## src/rtl/mem_ctrl_pkg.sv

```systemverilog
// Shared types and constants for the asynchronous-handshake memory controller.
package mem_ctrl_pkg;

    localparam int DEFAULT_AW = 16;
    localparam int DEFAULT_DW = 16;

    // Memory RW pin encoding
    localparam logic RW_READ  = 1'b1;
    localparam logic RW_WRITE = 1'b0;

    typedef enum logic [1:0] {
        IDLE,
        SETUP,
        STROBE,
        RELEASE
    } state_t;

endpackage

```

## src/rtl/mfc_sync.sv

```systemverilog
// Two-flop synchroniser for asynchronous handshake inputs (MFC and similar).
module mfc_sync #(
    parameter int W = 1
) (
    input  logic         clk,
    input  logic         reset,
    input  logic [W-1:0] d,
    output logic [W-1:0] q
);

    logic [W-1:0] meta;

    // Resample the asynchronous input twice; both stages clear to 0 on reset.
    always_ff @(posedge clk or posedge reset) begin
        if (reset) begin
            meta <= '0;
            q    <= '0;
        end else begin
            // NOTE: non-blocking assignments let both stages sample the old values
            // on the same edge, which is what makes this a two-stage shift.
            meta <= d;
            q    <= meta;
        end
    end

endmodule

```

## src/rtl/mem_arbiter.sv

```systemverilog
// Two-port round-robin arbiter and EN/RW/MFC handshake sequencer for the
// asynchronous memory. Port 0 is instruction fetch, port 1 is load/store.
module mem_arbiter
    import mem_ctrl_pkg::*;
#(
    parameter int AW      = DEFAULT_AW,
    parameter int DW      = DEFAULT_DW,
    parameter int TIMEOUT = 64
) (
    input  logic          clk,
    input  logic          reset,
    input  logic          req0,
    input  logic          req1,
    input  logic          rw0,
    input  logic          rw1,
    input  logic [AW-1:0] addr0,
    input  logic [AW-1:0] addr1,
    input  logic [DW-1:0] wdata0,
    input  logic [DW-1:0] wdata1,
    output logic          done0,
    output logic          done1,
    output logic          err,
    output logic [DW-1:0] rdata,
    output logic          busy,
    output logic          mem_en,
    output logic          mem_rw,
    output logic [AW-1:0] mem_addr,
    output logic [DW-1:0] mem_wdata,
    input  logic [DW-1:0] mem_rdata,
    input  logic          mem_mfc
);

    localparam int CW = $clog2(TIMEOUT + 1);
    // The counter holds the number of completed cycles in the current state,
    // so a value of TIMEOUT-1 means this is the TIMEOUT-th cycle spent there.
    localparam logic [CW-1:0] CNT_LAST = CW'(TIMEOUT - 1);

    state_t        state, state_next;
    logic [CW-1:0] cnt;
    logic          cnt_hit;
    logic          mfc_s;
    logic          gnt;       // port currently / most recently granted
    logic          err_flag;  // strobe phase timed out

    logic          do_grant;
    logic          grant_port;
    logic          do_capture;
    logic          strobe_timeout;
    logic          do_finish;
    logic          fin_err;

    mfc_sync #(.W(1)) u_mfc_sync (
        .clk   (clk),
        .reset (reset),
        .d     (mem_mfc),
        .q     (mfc_s)
    );

    assign cnt_hit = (cnt == CNT_LAST);
    assign busy    = (state != IDLE);

    // State register.
    always_ff @(posedge clk or posedge reset) begin
        if (reset) state <= IDLE;
        else       state <= state_next;
    end

    // Next-state logic, arbitration and per-cycle control strobes.
    always_comb begin
        // NOTE: every output of this block gets a default first so no path
        // leaves a signal unassigned, which would infer a latch.
        state_next     = state;
        do_grant       = 1'b0;
        grant_port     = gnt;
        do_capture     = 1'b0;
        strobe_timeout = 1'b0;
        do_finish      = 1'b0;
        fin_err        = 1'b0;
        unique case (state)
            IDLE: begin
                if (req0 || req1) begin
                    do_grant   = 1'b1;
                    // On a tie the port not granted last wins; otherwise the lone requester.
                    grant_port = (req0 && req1) ? ~gnt : req1;
                    state_next = SETUP;
                end
            end
            SETUP: state_next = STROBE;
            STROBE: begin
                if (mfc_s) begin
                    do_capture = 1'b1;
                    state_next = RELEASE;
                end else if (cnt_hit) begin
                    strobe_timeout = 1'b1;
                    state_next     = RELEASE;
                end
            end
            RELEASE: begin
                if (!mfc_s) begin
                    do_finish  = 1'b1;
                    fin_err    = err_flag;
                    state_next = IDLE;
                end else if (cnt_hit) begin
                    do_finish  = 1'b1;
                    fin_err    = 1'b1;
                    state_next = IDLE;
                end
            end
            default: state_next = IDLE;
        endcase
    end

    // Memory pins, timeout counter, captured read data and completion pulses.
    always_ff @(posedge clk or posedge reset) begin
        if (reset) begin
            mem_en    <= 1'b0;
            mem_rw    <= RW_READ;
            mem_addr  <= '0;
            mem_wdata <= '0;
            rdata     <= '0;
            cnt       <= '0;
            gnt       <= 1'b1;  // "port 1 went last" so port 0 wins the first tie
            err_flag  <= 1'b0;
            done0     <= 1'b0;
            done1     <= 1'b0;
            err       <= 1'b0;
        end else begin
            mem_en <= (state_next == STROBE);
            done0  <= 1'b0;
            done1  <= 1'b0;
            err    <= 1'b0;

            if ((state_next == STROBE || state_next == RELEASE) && state_next != state)
                cnt <= '0;
            else if (!cnt_hit)
                cnt <= cnt + CW'(1);

            if (do_grant) begin
                gnt       <= grant_port;
                mem_rw    <= grant_port ? rw1    : rw0;
                mem_addr  <= grant_port ? addr1  : addr0;
                mem_wdata <= grant_port ? wdata1 : wdata0;
                rdata     <= '0;
                err_flag  <= 1'b0;
            end

            if (do_capture && mem_rw == RW_READ)
                rdata <= mem_rdata;

            if (strobe_timeout) begin
                err_flag <= 1'b1;
                rdata    <= '0;
            end

            if (do_finish) begin
                done0 <= ~gnt;
                done1 <= gnt;
                err   <= fin_err;
            end
        end
    end

endmodule

```

## config.mk

```make
export PLATFORM = sky130hd
export DESIGN_NAME = mem_arbiter
export DESIGN_NICKNAME = d
export VERILOG_FILES = /design/src/rtl/mem_ctrl_pkg.sv /design/src/rtl/mfc_sync.sv /design/src/rtl/mem_arbiter.sv
export SDC_FILE = /design/constraint.sdc
export NUM_CORES = 1
export LEC_CHECK = 0
export ABC_CLOCK_PERIOD_IN_PS = 3800
export CAP_MARGIN = 20
export CORE_MARGIN = 4
export CORE_UTILIZATION = 44
export DETAILED_ROUTE_END_ITERATION = 8
export GPL_ROUTABILITY_DRIVEN = 0
export PLACE_DENSITY = 0.93
export RECOVER_POWER = 50
export SYNTH_ARGS = -nofsm -noshare
export SYNTH_HDL_FRONTEND = slang
export SYNTH_SLANG_ARGS = --single-unit
export TNS_END_PERCENT = 10
```

## constraint.sdc

```tcl
create_clock -name clk -period 3.8 [get_ports clk]
set_input_delay 1.14 -clock clk [delete_from_list [all_inputs] [get_ports clk]]
set_output_delay 1.14 -clock clk [all_outputs]
set_load 0.03 [all_outputs]
```

==> impl_metrics.ini, run 1 <==
[timing]
fin_crit_ns = 3.02
rsz0062_at_grt = false
skew_ns = 0.0148
fmax_mhz = 331
setup_viol = 0
tightestPinTransition_ns = 1.00
whs_ns = 0.353
slew_violations = 0
tns_ns = 0
period_share_pct = 79.5
slew-limit-headroom_pct = 33.2
finalHoldViolCount = 0
setup_ws_ns = 0.778

[logic_synthesis]
syn_nets = 320
synthTopCellsByArea = dfrtp_1 55%, a32oi_1 10%, o2bb2ai_1 10%
synth-main-ff-cell = dfrtp_1
avgSynthCellArea_um2 = 12.5
synthDistinctLibCells = 44
synth_area_um2 = 2900
synth_top_area_cell = dfrtp_1
yosys_warnings = 0
synth-seq-area-share_pct = 57.0
synth_edf_count = 0
ys_ff_latch = 66
synth-async-reset-ratio_pct = 100
syn_inst = 232
synth_top_cell_area_share_pct = 55.2

[floorplanning]
chipHeight_um = 89.2
dieWidth_um = 89.2
pin_count = 141
rows = 29
die-area_um2 = 7960
core_region_area_um2 = 6390
initial_utilization_pct = 45.5

[grt]
grt-ovfl-total = 0
grt_pass1_vias = 2837
grt_pass1_wl_mm = 13.9
track_usage_pct = 22.7
antenna_found_initial = 0
grt_max_degree = 36

[cells_and_area]
diodes = 0
layout-drive-gt1-share_pct = 8.31
area_growth_pct = 56.4
fin_cells = 450
final_cell_mix = 137 x clkdlybuf4s50_1, 64 x dfrtp_1, 33 x a32oi_1, 33 x o2bb2ai_1, 16 x a32o_1
final_cell_area_um2 = 4540
n_fill_cell = 459
nets = 456
mostFrequentLayoutCell = clkdlybuf4s50_1

[placement]
hpwl_mm = 6.26
port_buffers = 140
dp_slack_ns = 0.926
dp.cells = 434
placed_area_um2 = 4370

[setup_path]
required_ns = 2.66
cp-end-kind = output pin
setup.worst_path.start_class = flip-flop
reg2reg_slack_ns = 1.68
crit_fanout = 7
cp.arrival_ns = 1.88
critical_path_class = reg -> out

[cts]
cts_buffers = 9
ctsHtreeMaxLevel = 3
clk_pin_slew_ns = 0.07
clk_latency_ns = 0.34
post_cts_buffers = 0
cts_hold_buf = 0
tritoncts = yes
ctsLongestPathBuffers = 2
root_buffer = clkbuf_8
post_cts_resized = 0
clock_sinks = 66

[pwr]
ir_worst_vdd_uv = 445
leakagePower_nw = 1.79
cellPowerDensity_nw_per_um2 = 775

[drt]
finalWirelength_mm = 8.80
drc = 0
route.antenna.remaining_nets = 0
drtIter0Drc = 209
wl_per_cell_um = 19.5
via_per_inst = 5.84
vias = 2629
dr.pass1.iters = 4

[run]
timing.max_cap.violations = 0

[min_path]
hold_class = reg -> reg

[run_status]
status = complete, no violations
## cells in the mapped netlist, types with 2 or more instances
| cell type | instances |
|---|---|
| nand2_1 | 5 |
| o21ai_0 | 2 |
| nor2_1 | 5 |
| o2bb2ai_1 | 33 |
| and4_2 | 2 |
| a32oi_1 | 33 |
| a32o_1 | 16 |
| dfstp_2 | 2 |
| dfrtp_1 | 64 |
| a21oi_1 | 7 |
| and3_1 | 2 |
| nand2b_1 | 5 |
| clkbuf_1 | 19 |
| inv_1 | 3 |
| nor3_1 | 5 |
## cell families after synthesis
group,share of synthesized area [%]
compound gates,30.6
flops,57.0
simple gates,7.72
buf+inv,4.22
fa+ha+maj,0.431
## where the power goes
group | leakage (nW) | switching, W | internal (W)
clock | 0.0925 | 0.000279 | 0.000304
sequential | 0.842 | 0.000193 | 0.000992
combinational | 0.859 | 0.000972 | 0.000780
## flip-flops by register name (all words and copies together) (netlist names)
signal and cells:
mem_addr 16, mem_wdata 16, rdata 16, cnt 7, state 2, done0 1, done1 1, err 1
err_flag 1, gnt 1, mem_en 1, mem_rw 1, u_mfc_sync.meta 1, u_mfc_sync.q 1
## metal layers
layer	vias to the layer above	track usage (%)	wire [um]
met4	0	8.25	131
met2	92	39.2	4560
met1	1295	27.9	3570
met5	-	0	0
met3	15	4.98	536
li1	1227	-	-
## per-stage QoR
| step | util (%) | power (W) |
|---|---|---|
| final | 71.1 | 0.00352 |
| after global routing | 71.1 | 0.00370 |
| after CTS | 71.5 | 0.00355 |
| after detailed placement | 68.4 | 0.00296 |
| after global placement | 68.4 | 0.00290 |
| after floorplan | - | 0.00217 |
## layout make-up
type / instances / area (um2) / area share [%]
clock buffers: 10 / 128 / 2.81
clock inverters: 6 / 67.6 / 1.49
inverters: 4 / 15.0 / 0.331
multi-input cells: 139 / 1110 / 24.5
flip-flops and latches: 66 / 1650 / 36.4
well taps: 77 / 96.3 / 2.12
repair buffers: 148 / 1470 / 32.3
## critical path, cell delays in order, from the launching register on
cell,delay (ns)
dfrtp_1,0.43
nor2_1,0.33
clkinv_1,0.14
clkdlybuf4s50_1,0.64
## final timing paths
check	from	to	cells past startpoint
setup / recovery	state[1]	busy	3
hold / removal	u_mfc_sync.meta	u_mfc_sync.q	0
setup reg to reg	mem_rw	rdata[14]	4
hold reg to reg	u_mfc_sync.meta	u_mfc_sync.q	0
max in group asynchronous	reset	mem_addr[11]	3
min in group asynchronous	reset	mem_wdata[14]	2
(Power assumes the default switching activity.)
==> run 2, diff against run 1 <==
Settings changed: ABC_CLOCK_PERIOD_IN_PS 3800 to 2750, CORE_UTILIZATION 44 to 37, PLACE_DENSITY 0.93 to 0.84.
Clock period 3.8 ns to 2.75 ns, I/O delays scaled along.
==> run 2 against run 1 <==
Global-route usage down 3.7 points. Non-clock buffer count rose by 4. Largest cell class unchanged. Utilization fell by 11 points. First-iteration DRC count shrank 41%. Final area grew 1.7%. Via count grew 1.1%. Highest routed layer unchanged. Clock skew is 0.0058 ns lower. Sequential share of layout area down 0.61 points. Sequential cell count is the same. Critical path depth unchanged. Sequential power grew 38%. Clock power increased by 62%.
==> impl_metrics.ini, run 2 (same netlist as run 1, synthesis figures left out) <==
[min_path]
hold_path_depth = 0
hold_path_end = u_mfc_sync.q
worstHoldStart = u_mfc_sync.meta
hold_class = reg -> reg

[placement]
hpwl_mm = 6.49
dp.cells = 463
port_buffers = 140

[setup_path]
slowest_stage = clkdlybuf4s50_1
setup.worst_path.start_class = flip-flop
slowest_delay_ns = 0.62
cp-end-kind = output pin
regToRegEndpoint = rdata[9]
reg2reg_slack_ns = 0.66
crit_start = state[1]
cp.arrival_ns = 1.67
r2r_cells = 4
required_ns = 1.93
path_cells = nor2_1 -> clkinv_1 -> clkdlybuf4s50_1
r2r-start = cnt[0]
crit_fanout = 7
critical_path_class = reg -> out

[grt]
grt_max_degree = 42
grt_pass1_vias = 2761
antenna_found_initial = 0
grt_pass1_wl_mm = 13.6
track_usage_pct = 19.0
grt-ovfl-total = 0

[drt]
route.antenna.remaining_nets = 0
wl_per_cell_um = 18.4
finalWirelength_mm = 8.83
via_per_inst = 5.55
vias = 2658
drtIter0Drc = 123
drc = 0
dr.pass1.iters = 4

[pwr]
p_comb_share_pct = 48.5
switchingPower_w = 0.00196
p_seq_share_pct = 32.6
leakagePower_nw = 1.83
p_sw_share_pct = 39.2
clock_power_share_pct = 18.9
internal_power_w = 0.00304
cellPowerDensity_nw_per_um2 = 1080
ir_worst_vdd_uv = 641

[cells_and_area]
n_fill_cell = 629
fin_cells = 479
diodes = 0
area_growth_pct = 59.1
nets = 460
layout-drive-gt1-share_pct = 8.75
mostFrequentLayoutCell = clkdlybuf4s50_1
reg_top3 = mem_addr (16), mem_wdata (16), rdata (16)
final_cell_mix = 137 x clkdlybuf4s50_1, 64 x dfrtp_1, 33 x a32oi_1, 33 x o2bb2ai_1, 16 x a32o_1

[timing]
setup_viol = 0
slew-limit-headroom_pct = 12.9
slew_violations = 0
fin_crit_ns = 2.49
tns_ns = 0
fmax_mhz = 401
whs_ns = 0.365
finalHoldViolCount = 0
period_share_pct = 90.7
rsz0062_at_grt = false
tightestPinTransition_ns = 1.31
skew_ns = 0.00901

[floorplanning]
core_region_area_um2 = 7690
initial_utilization_pct = 37.8
pin_count = 141
chipHeight_um = 96.6
dieWidth_um = 96.6
die-area_um2 = 9330
rows = 32

[run]
timing.max_cap.violations = 0

[cts]
cts_buffers = 9
clk_latency_ns = 0.34
ctsLongestPathBuffers = 2
ctsHtreeMaxLevel = 3
clk_pin_slew_ns = 0.07
post_cts_buffers = 0
clock_sinks = 66
cts_hold_buf = 0
root_buffer = clkbuf_8
post_cts_resized = 0
tritoncts = yes

[run_status]
status = complete, no violations
## run 2: changes by cell type in the layout (fill, tap and decap cells not counted), sizes merged
cell,change
buf,+1
bufinv,+1
clkbuf,+7
clkinv,-3
clkinvlp,-2
## run 2: per-stage QoR
stage | setup slack [ns] | area (um2) | total power [W] | util, %
2_1_floorplan | 0.274 | 2900 | 0.00300 | -
3_3_place_gp | 0.461 | 4440 | 0.00403 | 57.8
3_5_place_dp | 0.422 | 4440 | 0.00410 | 57.8
4_1_cts | 0.230 | 4680 | 0.00507 | 60.8
5_1_grt | 0.105 | 4620 | 0.00525 | 60.1
6_report | 0.256 | 4620 | 0.00500 | 60.1
## run 2: per-layer routing
layer	vias to the layer above	global-route usage (%)	share of wire, %
li1	1234	-	-
met1	1329	23.5	40
met2	84	31.0	51
met3	11	6.89	7.4
met4	0	6.31	1.3
met5	-	0	0
## run 2: layout make-up
class,count,area (um2),share of cell area [%]
multi-input combinational,139,1110,24.1
inverter,4,15.0,0.325
clock buffer,14,173,3.74
timing repair buffer,152,1480,31.9
tap,102,128,2.76
clock inverter,2,60.1,1.30
sequential,66,1650,35.8
## run 2: worst max-delay path by stage
stage / endpoint / slack (ns) / cells past startpoint
after floorplan: cnt[0] / 0.27 / 1
after global placement: rdata[9] / 0.46 / 5
after detailed placement: rdata[14] / 0.42 / 5
after CTS: busy / 0.23 / 3
after global routing: busy / 0.10 / 3
final: busy / 0.26 / 3
## run 2: power by group through the flow
| stage | Combinational, W | Sequential [W] | Clock (W) |
|---|---|---|---|
| 2_1_floorplan | 0.000720 | 0.00228 | 0 |
| 3_3_place_gp | 0.00240 | 0.00164 | 0 |
| 3_5_place_dp | 0.00246 | 0.00164 | 0 |
| 4_1_cts | 0.00246 | 0.00164 | 0.000968 |
| 5_1_grt | 0.00257 | 0.00168 | 0.00100 |
| 6_report | 0.00243 | 0.00163 | 0.000942 |
## run 2: critical path: cells and delay by family (launching register included)
kind                   cells  cell delay [ns]
buffers and inverters      2             0.73
and+or+nand+nor            1             0.17
DFF                        1             0.43
==> run 3, diff against run 2 <==
Settings changed: CORE_UTILIZATION 37 to 38, CTS_BUF_LIST set to sky130_fd_sc_hd__clkbuf_4, PLACE_DENSITY 0.84 to 0.86.
==> run 3 against run 2 <==
Largest cell class unchanged. Register-to-register slack worse by 0.25 ns. Critical endpoint is now mem_addr[7]. Sequential share of layout area increased by 0.44 points. Sequential power about the same. Clock skew is 0.017 ns higher. Total power fell by 3.5%.
==> impl_metrics.ini, run 3 (same netlist as run 1, synthesis figures left out) <==
[run_status]
status = complete, no violations

[floorplanning]
initial_utilization_pct = 39.6
rows = 31
dieWidth_um = 95.4
chipHeight_um = 95.4
core_region_area_um2 = 7330
pin_count = 141
die-area_um2 = 9100

[drt]
drc = 0
route.antenna.remaining_nets = 0
met3WireLength_um = 617
finalWirelength_mm = 9.32
via_per_inst = 5.66
drtIter0Drc = 181
vias = 2698
dr.pass1.iters = 5
drt-met1-wl_mm = 3.83
wl_per_cell_um = 19.5
wl_met2_mm = 4.78
maxUsedRoutingLayer = met4

[timing]
fmax_mhz = 401
finalHoldViolCount = 0
skew_ns = 0.0259
tns_ns = 0
tightestPinTransition_ns = 0.941
period_share_pct = 90.8
rsz0062_at_grt = false
slew_violations = 0
slew-limit-headroom_pct = 37.3
fin_crit_ns = 2.50
setup_viol = 0

[pwr]
leakagePower_nw = 1.81
p_sw_share_pct = 41.3
finalPower_w = 0.00482
cellPowerDensity_nw_per_um2 = 1060
p_seq_share_pct = 33.9
internal_power_w = 0.00283
p_comb_share_pct = 51.0
switchingPower_w = 0.00199
ir_worst_vdd_uv = 685
clock_power_share_pct = 15.2

[cells_and_area]
final_cell_mix = 136 x clkdlybuf4s50_1, 64 x dfrtp_1, 33 x a32oi_1, 33 x o2bb2ai_1, 16 x a32o_1
regArea_um2 = 1650
diodes = 0
nets = 461
n_fill_cell = 559
area_growth_pct = 57.2
layout-drive-gt1-share_pct = 8.99
fin_cells = 477
mostFrequentLayoutCell = clkdlybuf4s50_1
reg_top3 = mem_addr (16), mem_wdata (16), rdata (16)
multiInputGateArea_um2 = 1110

[cts]
clk_latency_ns = 0.40
clk_pin_slew_ns = 0.13
root_buffer = clkbuf_4
ctsLongestPathBuffers = 2
clock_sinks = 66
ctsHtreeMaxLevel = 3
post_cts_buffers = 0
cts_buffers = 9
tritoncts = yes

[setup_path]
setup.worst_path.start_class = input pin
crit_start = req0
slowest_delay_ns = 0.58
path_cells = clkdlybuf4s50_1 -> clkbuf_2 -> a21boi_0 -> buf_4 -> a32oi_1 -> o2bb2ai_1
critPathBufInv = 3
cp_top_family = buffers and inverters
slowest_stage = clkbuf_2
r2r-start = cnt[0]
required_ns = 3.02
critical_path_class = in -> reg
cp-end-kind = flip-flop
cp.arrival_ns = 2.77
crit_fanout = 35

[grt]
antenna_found_initial = 0
grt_pass1_vias = 2851
grt_pass1_wl_mm = 14.2
grt-ovfl-total = 0
track_usage_pct = 20.4
grt_max_degree = 36

[min_path]
hold_class = reg -> reg
worstHoldStart = u_mfc_sync.meta

[placement]
dp.cells = 461
port_buffers = 140
hpwl_mm = 6.84

[run]
timing.max_cap.violations = 0
==> run 3: area by class of cell <==
cell class | count | share of cell area, %
inverter | 4 | 0.329
sequential | 66 | 36.3
clock buffer | 9 | 1.48
timing repair buffer | 153 | 32.9
tap | 99 | 2.72
multi-input combinational | 139 | 24.2
clock inverter | 7 | 2.06
==> run 3: path summary, 6_finish.rpt <==
check	endpoint	slack [ns]	cells past startpoint
worst max register to register	rdata[11]	0.41	4
worst max-delay path	mem_addr[7]	0.25	6
worst min register to register	u_mfc_sync.q	0.36	0
worst min-delay path	u_mfc_sync.q	0.36	0
min in group asynchronous	u_mfc_sync.meta	0.91	2
max in group asynchronous	rdata[10]	0.57	3
==> run 3: worst reg2reg max path, cell delays in order (launching register included) <==
cell,delay [ns]
dfrtp_1,0.43
ha_1,0.24
nand4_1,0.27
or4_1,0.90
a32o_1,0.37
==> run 3: routing by layer <==
metal	up-vias	track usage, %
met5	-	0
met4	0	6.99
met3	10	6.24
met2	107	34.9
met1	1343	24.3
li1	1238	-
==> run 3: power groups by stage <==
stage | logic (W) | clock network (W) | registers [W]
2_1_floorplan | 0.000720 | 0 | 0.00228
3_3_place_gp | 0.00241 | 0 | 0.00164
3_5_place_dp | 0.00248 | 0 | 0.00164
4_1_cts | 0.00248 | 0.000740 | 0.00164
5_1_grt | 0.00259 | 0.000780 | 0.00168
6_report | 0.00246 | 0.000730 | 0.00163
==> run 3: metrics by stage <==
step / cell area [um2] / hold slack (ns) / util [%] / setup slack (ns)
after floorplan: 2900 / 0.331 / - / 0.274
after global placement: 4450 / 0.336 / 60.7 / 0.322
after detailed placement: 4450 / 0.335 / 60.7 / 0.266
after CTS: 4610 / 0.362 / 62.9 / 0.0864
after global routing: 4560 / 0.367 / 62.2 / 0.145
final: 4560 / 0.363 / 62.2 / 0.254
==> run 3: what timing repair did <==
item / CTS / global route
gates resized for setup: 0 / 1
hold buffers: 0 / 0
setup endpoints to repair: 0 / 1
